[src/rtl/addern_seq_pkg.sv]
`default_nettype none
// ============================================================================
// Module      : addern_seq_pkg
// Description : Shared types for the addern_seq wide-addition sequencer:
//               the sequencer state encoding and its width.
//               Optional feature macro used by the bundle: ADDERN_SEQ_OVF_EN.
// Revision    : 1.0 - initial release
// ============================================================================
package addern_seq_pkg;

  localparam int STATE_W = 2;

  typedef enum logic [STATE_W-1:0] {
    IDLE = 2'd0,
    RUN  = 2'd1,
    DONE = 2'd2
  } state_t;

endpackage
`default_nettype wire

[src/rtl/addern_seq_addern.sv]
`default_nettype none
// ============================================================================
// Module      : Addern
// Description : N-bit ripple-style slice adder with carry in and carry out.
//               This is the datapath slice reused by addern_seq over several
//               cycles.
// Revision    : 1.0 - initial release
// ============================================================================
module Addern #(
  parameter int N = 4
) (
  input  logic         Cin,
  input  logic [N-1:0] X,
  input  logic [N-1:0] Y,
  output logic [N-1:0] S,
  output logic         Cout
);

  // Full slice sum; the extra MSB is the carry out.
  assign {Cout, S} = {1'b0, X} + {1'b0, Y} + {{N{1'b0}}, Cin};

endmodule
`default_nettype wire

[src/rtl/addern_seq.sv]
`default_nettype none
// ============================================================================
// Module      : addern_seq
// Description : Multi-cycle wide adder. Adds two N*K-bit operands by running
//               one N-bit Addern slice over K consecutive cycles, carrying
//               between slices through a register. Start/Busy/Done handshake
//               with a registered result that holds until the next operation.
//               Define ADDERN_SEQ_OVF_EN to add the signed-overflow output Ovf.
// Revision    : 1.0 - initial release
// ============================================================================
module addern_seq
  import addern_seq_pkg::*;
#(
  parameter int N = 4,
  parameter int K = 4
) (
  input  logic           Clock,
  input  logic           Reset,
  input  logic           Start,
  input  logic           Cin,
  input  logic [N*K-1:0] A,
  input  logic [N*K-1:0] B,
  output logic           Busy,
  output logic           Done,
  output logic [N*K-1:0] Sum,
  output logic           Cout
`ifdef ADDERN_SEQ_OVF_EN
  ,
  output logic           Ovf
`endif
);

  localparam int W  = N * K;
  localparam int IW = (K > 1) ? $clog2(K) : 1;

  state_t          state_q, state_d;
  logic [W-1:0]    a_q, a_d;
  logic [W-1:0]    b_q, b_d;
  logic            c_q, c_d;
  logic [W-1:0]    acc_q, acc_d;
  logic [IW-1:0]   idx_q, idx_d;
  logic [W-1:0]    sum_q, sum_d;
  logic            cout_q, cout_d;

  logic [N-1:0]    slice_s;
  logic            slice_co;
  logic [W-1:0]    acc_next;

`ifdef ADDERN_SEQ_OVF_EN
  // Operand MSBs are kept separately because a_q/b_q shift away during RUN.
  logic            amsb_q, amsb_d;
  logic            bmsb_q, bmsb_d;
  logic            ovf_q, ovf_d;
`endif

  Addern #(
    .N (N)
  ) u_slice (
    .Cin  (c_q),
    .X    (a_q[N-1:0]),
    .Y    (b_q[N-1:0]),
    .S    (slice_s),
    .Cout (slice_co)
  );

  // Newest slice enters at the top so after K shifts slice 0 sits at the bottom.
  assign acc_next = {slice_s, acc_q[W-1:N]};

  // Next-state and datapath control for the IDLE -> RUN -> DONE sequence.
  always_comb begin
    state_d = state_q;
    a_d     = a_q;
    b_d     = b_q;
    c_d     = c_q;
    acc_d   = acc_q;
    idx_d   = idx_q;
    sum_d   = sum_q;
    cout_d  = cout_q;
`ifdef ADDERN_SEQ_OVF_EN
    amsb_d  = amsb_q;
    bmsb_d  = bmsb_q;
    ovf_d   = ovf_q;
`endif
    case (state_q)
      IDLE: begin
        if (Start) begin
          a_d     = A;
          b_d     = B;
          c_d     = Cin;
          acc_d   = '0;
          idx_d   = '0;
`ifdef ADDERN_SEQ_OVF_EN
          amsb_d  = A[W-1];
          bmsb_d  = B[W-1];
`endif
          state_d = RUN;
        end
      end
      RUN: begin
        acc_d = acc_next;
        a_d   = a_q >> N;
        b_d   = b_q >> N;
        c_d   = slice_co;
        idx_d = idx_q + IW'(1);
        if (idx_q == IW'(K - 1)) begin
          sum_d   = acc_next;
          cout_d  = slice_co;
`ifdef ADDERN_SEQ_OVF_EN
          ovf_d   = (amsb_q == bmsb_q) && (acc_next[W-1] != amsb_q);
`endif
          state_d = DONE;
        end
      end
      DONE: begin
        state_d = IDLE;
      end
      default: begin
        state_d = IDLE;
      end
    endcase
  end

  // State, shift-register and result registers with synchronous reset.
  always_ff @(posedge Clock) begin
    if (Reset) begin
      state_q <= IDLE;
      a_q     <= '0;
      b_q     <= '0;
      c_q     <= 1'b0;
      acc_q   <= '0;
      idx_q   <= '0;
      sum_q   <= '0;
      cout_q  <= 1'b0;
`ifdef ADDERN_SEQ_OVF_EN
      amsb_q  <= 1'b0;
      bmsb_q  <= 1'b0;
      ovf_q   <= 1'b0;
`endif
    end else begin
      state_q <= state_d;
      a_q     <= a_d;
      b_q     <= b_d;
      c_q     <= c_d;
      acc_q   <= acc_d;
      idx_q   <= idx_d;
      sum_q   <= sum_d;
      cout_q  <= cout_d;
`ifdef ADDERN_SEQ_OVF_EN
      amsb_q  <= amsb_d;
      bmsb_q  <= bmsb_d;
      ovf_q   <= ovf_d;
`endif
    end
  end

  assign Busy = (state_q != IDLE);
  assign Done = (state_q == DONE);
  assign Sum  = sum_q;
  assign Cout = cout_q;
`ifdef ADDERN_SEQ_OVF_EN
  assign Ovf  = ovf_q;
`endif

endmodule
`default_nettype wire

[config.mk]
export PLATFORM = sky130hd
export DESIGN_NAME = addern_seq
export DESIGN_NICKNAME = d
export VERILOG_FILES = /design/src/rtl/addern_seq_pkg.sv /design/src/rtl/addern_seq_addern.sv /design/src/rtl/addern_seq.sv
export SDC_FILE = /design/constraint.sdc
export NUM_CORES = 1
export LEC_CHECK = 0
export CAP_MARGIN = 20
export CORE_UTILIZATION = 52
export DETAILED_ROUTE_END_ITERATION = 10
export PLACE_DENSITY_LB_ADDON = 0.2
export SYNTH_ARGS = -nofsm -noshare
export SYNTH_HDL_FRONTEND = slang
export SYNTH_SLANG_ARGS = --single-unit
[constraint.sdc]
create_clock -name Clock -period 2.13 [get_ports Clock]
set_input_delay 0.213 -clock Clock [delete_from_list [all_inputs] [get_ports Clock]]
set_output_delay 0.213 -clock Clock [all_outputs]
set_load 0.05 [all_outputs]
==> metrics.txt, run 1 <==
Tmin final=between 1.5 and 2 ns; Syn Area/Cell=just under 9 um^2; Cell Area, Synth=slightly below 3000 um^2; Top-Level Pins=55; hold path depth=2; Syn Nets=between 300 and 400; Hold Path Class=in2reg; most frequent cell after synthesis=dfxtp_1; Cell variety after synth=37; Critical Path RT=between 1.5 and 2 ns; MaxCap Viol Count=0; largest net degree at the start of global routing=39; Total GRT Usage=0.247; Post-CTS Hold Buffers=0; unrepaired setup endpoints after global routing=false; drc violations=0; critical path class=reg2out; crit start category=register; nets=423; Avg WL per Cell=14.6 um; first-pass GRT wire length=11.6 mm; post-synthesis sequential area ratio=0.445; Mapped Cells=336; Slew headroom=0.532; Die Wd=approximately 78 um; antenna violations before repair=0; status=complete, no violations; vias in the first global route=between 2000 and 2500; # setup viols final=0; f_max=roughly 0.53 GHz; Yosys top cell by area=dfxtp_1; WL final=6.69 mm; ranking of synthesized cells by area=dfxtp_1 (44%), nor2_1 (8.1%), o2bb2ai_1 (6.5%); final hold violation count=0; layout cell share with drive strength beyond 1=0.0933; htree depth=3; worst skew pair latency=around 0.34 ns; Yosys reg bits=66; post-detail-place hpwl=approximately 4.4 mm; Via density=around 5.5; Final Max Tran Viols=0; EDFF count, synth=0; Worst Skew=approximately 0.007 ns; area share of the largest cell type after synthesis=0.445; Primary FF master, synth=dfxtp_1; peak supply drop=approximately 620 uV; ys async rst share=0; antenna cells=0; Worst Path Max Fanout=33; 1st-iter DRT viols=160; Final period util=0.891; post-CTS setup buffer count=0; clock-pin slew of the registers on the worst-case setup and hold paths=roughly 0.070 ns; FF-to-FF path depth=5; FP Rows=27; core area=around 5500 um^2; remaining antenna violation count=0; Pleak=roughly 1.4 nW; Initial DRT Pass Iterations=4; pin slew with the least headroom to its limit=0.702 ns; clk root buf=clkbuf_8; CTS Sinks=between 60 and 70; endpoint class of the critical path=output pin; Die Area=about 6000 um^2; GRT Residual Overflow=0; most frequent cells after synthesis=dfxtp_1 (66), nor2_1 (64), nand2_1 (36); WP data arrival=around 1.7 ns; Die Y=77.6 um; Pwr per Cell Area=approximately 800 nW/um^2; final instance area=~3700 um^2; I/O Buffers=54; setup TNS=0 ns; Initial Util=0.540; post-CTS sizing=0; Max clock buf depth=2; Layout area overhead=25.9%; dpl cell area=around 3500 um^2; CTS Buf Count=9; TritonCTS clock tree=yes; GP Congestion=between 0.7 and 0.8; Total Power=approximately 3 mW; detailed-route via count=about 2500; synth warn=0
==> kinds of logic after synthesis <==
family          Yosys count  share of synthesized area
compound gates          101                      0.248
flops                    66                      0.445
simple gates            130                      0.203
xor+xnor                  1                    0.00295
buf+inv                  31                     0.0682
fa+ha+maj                 6                     0.0303
mux                       1                    0.00337
==> report_power, final <==
group	internal, mW	leakage (nW)	switching, mW
Clock	0.837	0.129	0.458
Sequential	1.30	0.540	0.0432
Combinational	0.173	0.752	0.184
Total	2.31	1.42	0.686
==> worst paths after layout <==
check | start | to | slack (ns)
hold reg to reg | Sum[7] | Sum[7] | 0.45
setup reg to reg | a_q[0] | Cout | 0.29
hold / removal | Reset | acc_q[12] | 0.41
setup / recovery | state_q[0] | Busy | 0.23
==> layer usage <==
metal	up-vias	track usage	share of wire
li1	1282	-	-
met1	1173	0.316	0.47
met2	54	0.401	0.47
met3	9	0.0753	0.046
met4	0	0.0717	0.013
met5	-	0	0
==> through the flow <==
stage	hold WS, ns	worst slack (ns)	util	cells
after floorplan	0.432	0.380	-	336
after global placement	0.442	0.314	0.634	442
after detailed placement	0.446	0.296	0.634	442
after CTS	0.409	0.212	0.679	458
after global routing	0.434	0.0986	0.679	458
final	0.413	0.233	0.679	458
==> state kept, by name, indices dropped and copies added, names as in the netlist <==
| signal | flops |
|---|---|
| Sum | 16 |
| c_q | 1 |
| a_q | 16 |
| Cout | 1 |
| b_q | 16 |
| acc_q | 12 |
| state_q | 2 |
| idx_q | 2 |
==> cell usage in the layout (no fill, tap or decap), types with 3 or more instances in the layout <==
cell,n
o22ai_1,3
a21oi_1,24
dfxtp_1,66
nand2_1,36
and3b_1,8
bufinv_16,3
buf_4,9
a211oi_1,25
nor2_1,64
o2bb2ai_1,22
nand3_1,3
nor2b_1,9
ha_1,4
o21ai_0,7
a22oi_1,11
clkbuf_8,11
clkdlybuf4s50_1,51
==> area by class of cell <==
class                           count  area, um^2
Clock inverter                      5         100
Timing Repair Buffer               63         623
Inverter                            2        7.51
Clock buffer                       11         151
Multi-Input combinational cell    239        1450
Tap cell                           72        90.1
Fill cell                         454        1770
Sequential cell                    66        1320
==> critical path, cell delays in order, from the launching register on <==
cell,delay (ns)
dfxtp_1,0.39
buf_4,0.33
inv_1,0.08
buf_4,0.24
nand2_1,0.14
buf_12,0.14
Note: power is estimated with default switching activity, not from simulation.
==> inputs of run 2 (changes only) <==
CTS_CLUSTER_DIAMETER = 30   (was not set)
==> results of run 2 <==
Final layout, timing and power as in run 1 (identical DEF).
==> inputs of run 3 (changes only) <==
clock period = 2.1 ns   (was 2.13 ns; I/O delays follow)
==> run 3 against run 2 <==
Against the previous run: non-clock buffer count grew 1; via count grew 0.68%; cell count decreased by 0.22%; global-route usage decreased by 0.73 points; power down 7.4%; sequential share of layout area is 0.38 points higher; routed wire length is 0.96% lower; critical path type is now reg2reg; critical endpoint is now Cout.
==> metrics.txt, run 3 (synthesis results as in run 1) <==
FP Rows=27; antenna violations before repair=0; 1st-iter DRT viols=about 160; Post-CTS Hold Buffers=0; Initial Util=0.540; unrepaired setup endpoints after global routing=false; post-CTS sizing=0; I/O Buffers=54; hold path depth=2; RR Startpoint=a_q[0]; FF-to-FF path depth=5; post-detail-place hpwl=4.49 mm; Via density=between 5 and 6; Slew headroom=0.551; Final period util=0.907; Top-Level Pins=between 50 and 60; MaxCap Viol Count=0; worst flop-to-flop path endpoint=Cout; met2 wire length=about 3.1 mm; drc violations=0; commonest non-fill, non-tap cells in the layout=dfxtp_1 (66), nor2_1 (64), clkdlybuf4s50_1 (51), nand2_1 (36), a211oi_1 (25); Critical Path RT=2.28 ns; met3 wire len=approximately 260 um; setup slack after layout=about 0.19 ns; Max clock buf depth=2; Hold Path Class=in2reg; met1 wire length=about 3.2 mm; Pleak=1.40 nW; Tmin final=1.91 ns; FILL cells=about 460; Die Wd=about 78 um; Die Y=between 70 and 80 um; DP Worst Slack=between 0.2 and 0.25 ns; Avg WL per Cell=approximately 14 um; first-pass GRT wire length=around 11 mm; TritonCTS clock tree=yes; fin cells=457; R2R Setup Slk=between 0.15 and 0.2 ns; WHS Endpoint=acc_q[12]; Worst Skew=approximately 0.008 ns; GRT Residual Overflow=0; Die Area=around 6000 um^2; post-CTS setup buffer count=0; final hold slack=0.376 ns; crit start category=register; core area=around 5500 um^2; Worst Path Max Fanout=2; worst skew pair latency=~0.34 ns; critical path class=reg2reg; largest net degree at the start of global routing=35; CTS Buf Count=9; vias in the first global route=~2300; htree depth=3; pin slew with the least headroom to its limit=roughly 0.67 ns; clk root buf=clkbuf_8; antenna cells=0; Post-Place Cells=about 440; CTS Sinks=66; Total GRT Usage=0.240; max layer used=met4; most common cell after layout, fill and taps aside=dfxtp_1; setup TNS=0 ns; f_max=about 0.52 GHz; WL final=roughly 6.6 mm; Hold Startpoint=Reset; endpoint class of the critical path=register; Pwr per Cell Area=about 750 nW/um^2; clock-pin slew of the registers on the worst-case setup and hold paths=~0.060 ns; remaining antenna violation count=0; GP Congestion=0.791; WP data arrival=roughly 2.1 ns; final hold violation count=0; nets=424; peak supply drop=between 300 and 400 uV; detailed-route via count=roughly 2500; Layout area overhead=24.5%; # setup viols final=0; Initial DRT Pass Iterations=4; layout cell share with drive strength beyond 1=0.0909; status=complete, no violations; Final Max Tran Viols=0
==> run 3: worst max path at each step <==
stage	start	end	slack [ns]	cells after the start
2_1_floorplan	a_q[0]	Cout	0.35	5
3_3_place_gp	a_q[0]	Cout	0.28	5
3_5_place_dp	a_q[0]	Cout	0.22	5
4_1_cts	a_q[0]	Cout	0.19	5
5_1_grt	a_q[0]	Cout	0.13	5
6_report	a_q[0]	Cout	0.19	5
==> run 3: worst max-delay path: stages (launching register included) <==
cell      delay, ns
dfxtp_1        0.33
fa_1           0.46
fa_1           0.42
a21o_1         0.20
a21oi_1        0.22
a211oi_1       0.11
==> run 3: report_power, final <==
group | total, mW | internal, mW | switching (mW) | leakage [nW]
Combinational | 0.371 | 0.182 | 0.189 | 0.761
Clock | 1.04 | 0.596 | 0.445 | 0.101
Sequential | 1.36 | 1.31 | 0.0433 | 0.540
Total | 2.77 | 2.09 | 0.677 | 1.40
==> run 3: metrics by stage <==
step	utilization	total power, mW	area [um^2]
after detailed placement	0.637	1.75	3510
after floorplan	-	1.62	2970
after CTS	0.672	2.79	3700
after global routing	0.672	2.90	3700
after global placement	0.637	1.74	3510
final	0.672	2.77	3700
==> run 3: layout make-up <==
cell class / instances / area (um^2) / share of cell area
flip-flops and latches: 66 / 1320 / 0.357
inverters: 2 / 7.51 / 0.00203
well taps: 72 / 90.1 / 0.0243
repair buffers: 64 / 643 / 0.174
clock inverters: 3 / 40.0 / 0.0108
multi-input cells: 239 / 1450 / 0.391
clock buffers: 11 / 151 / 0.0409
==> run 3: routing by layer <==
layer,GRT usage,vias to the layer above
met2,0.358,59
met5,0,-
li1,-,1279
met3,0.0447,5
met1,0.342,1192
met4,0.0906,0
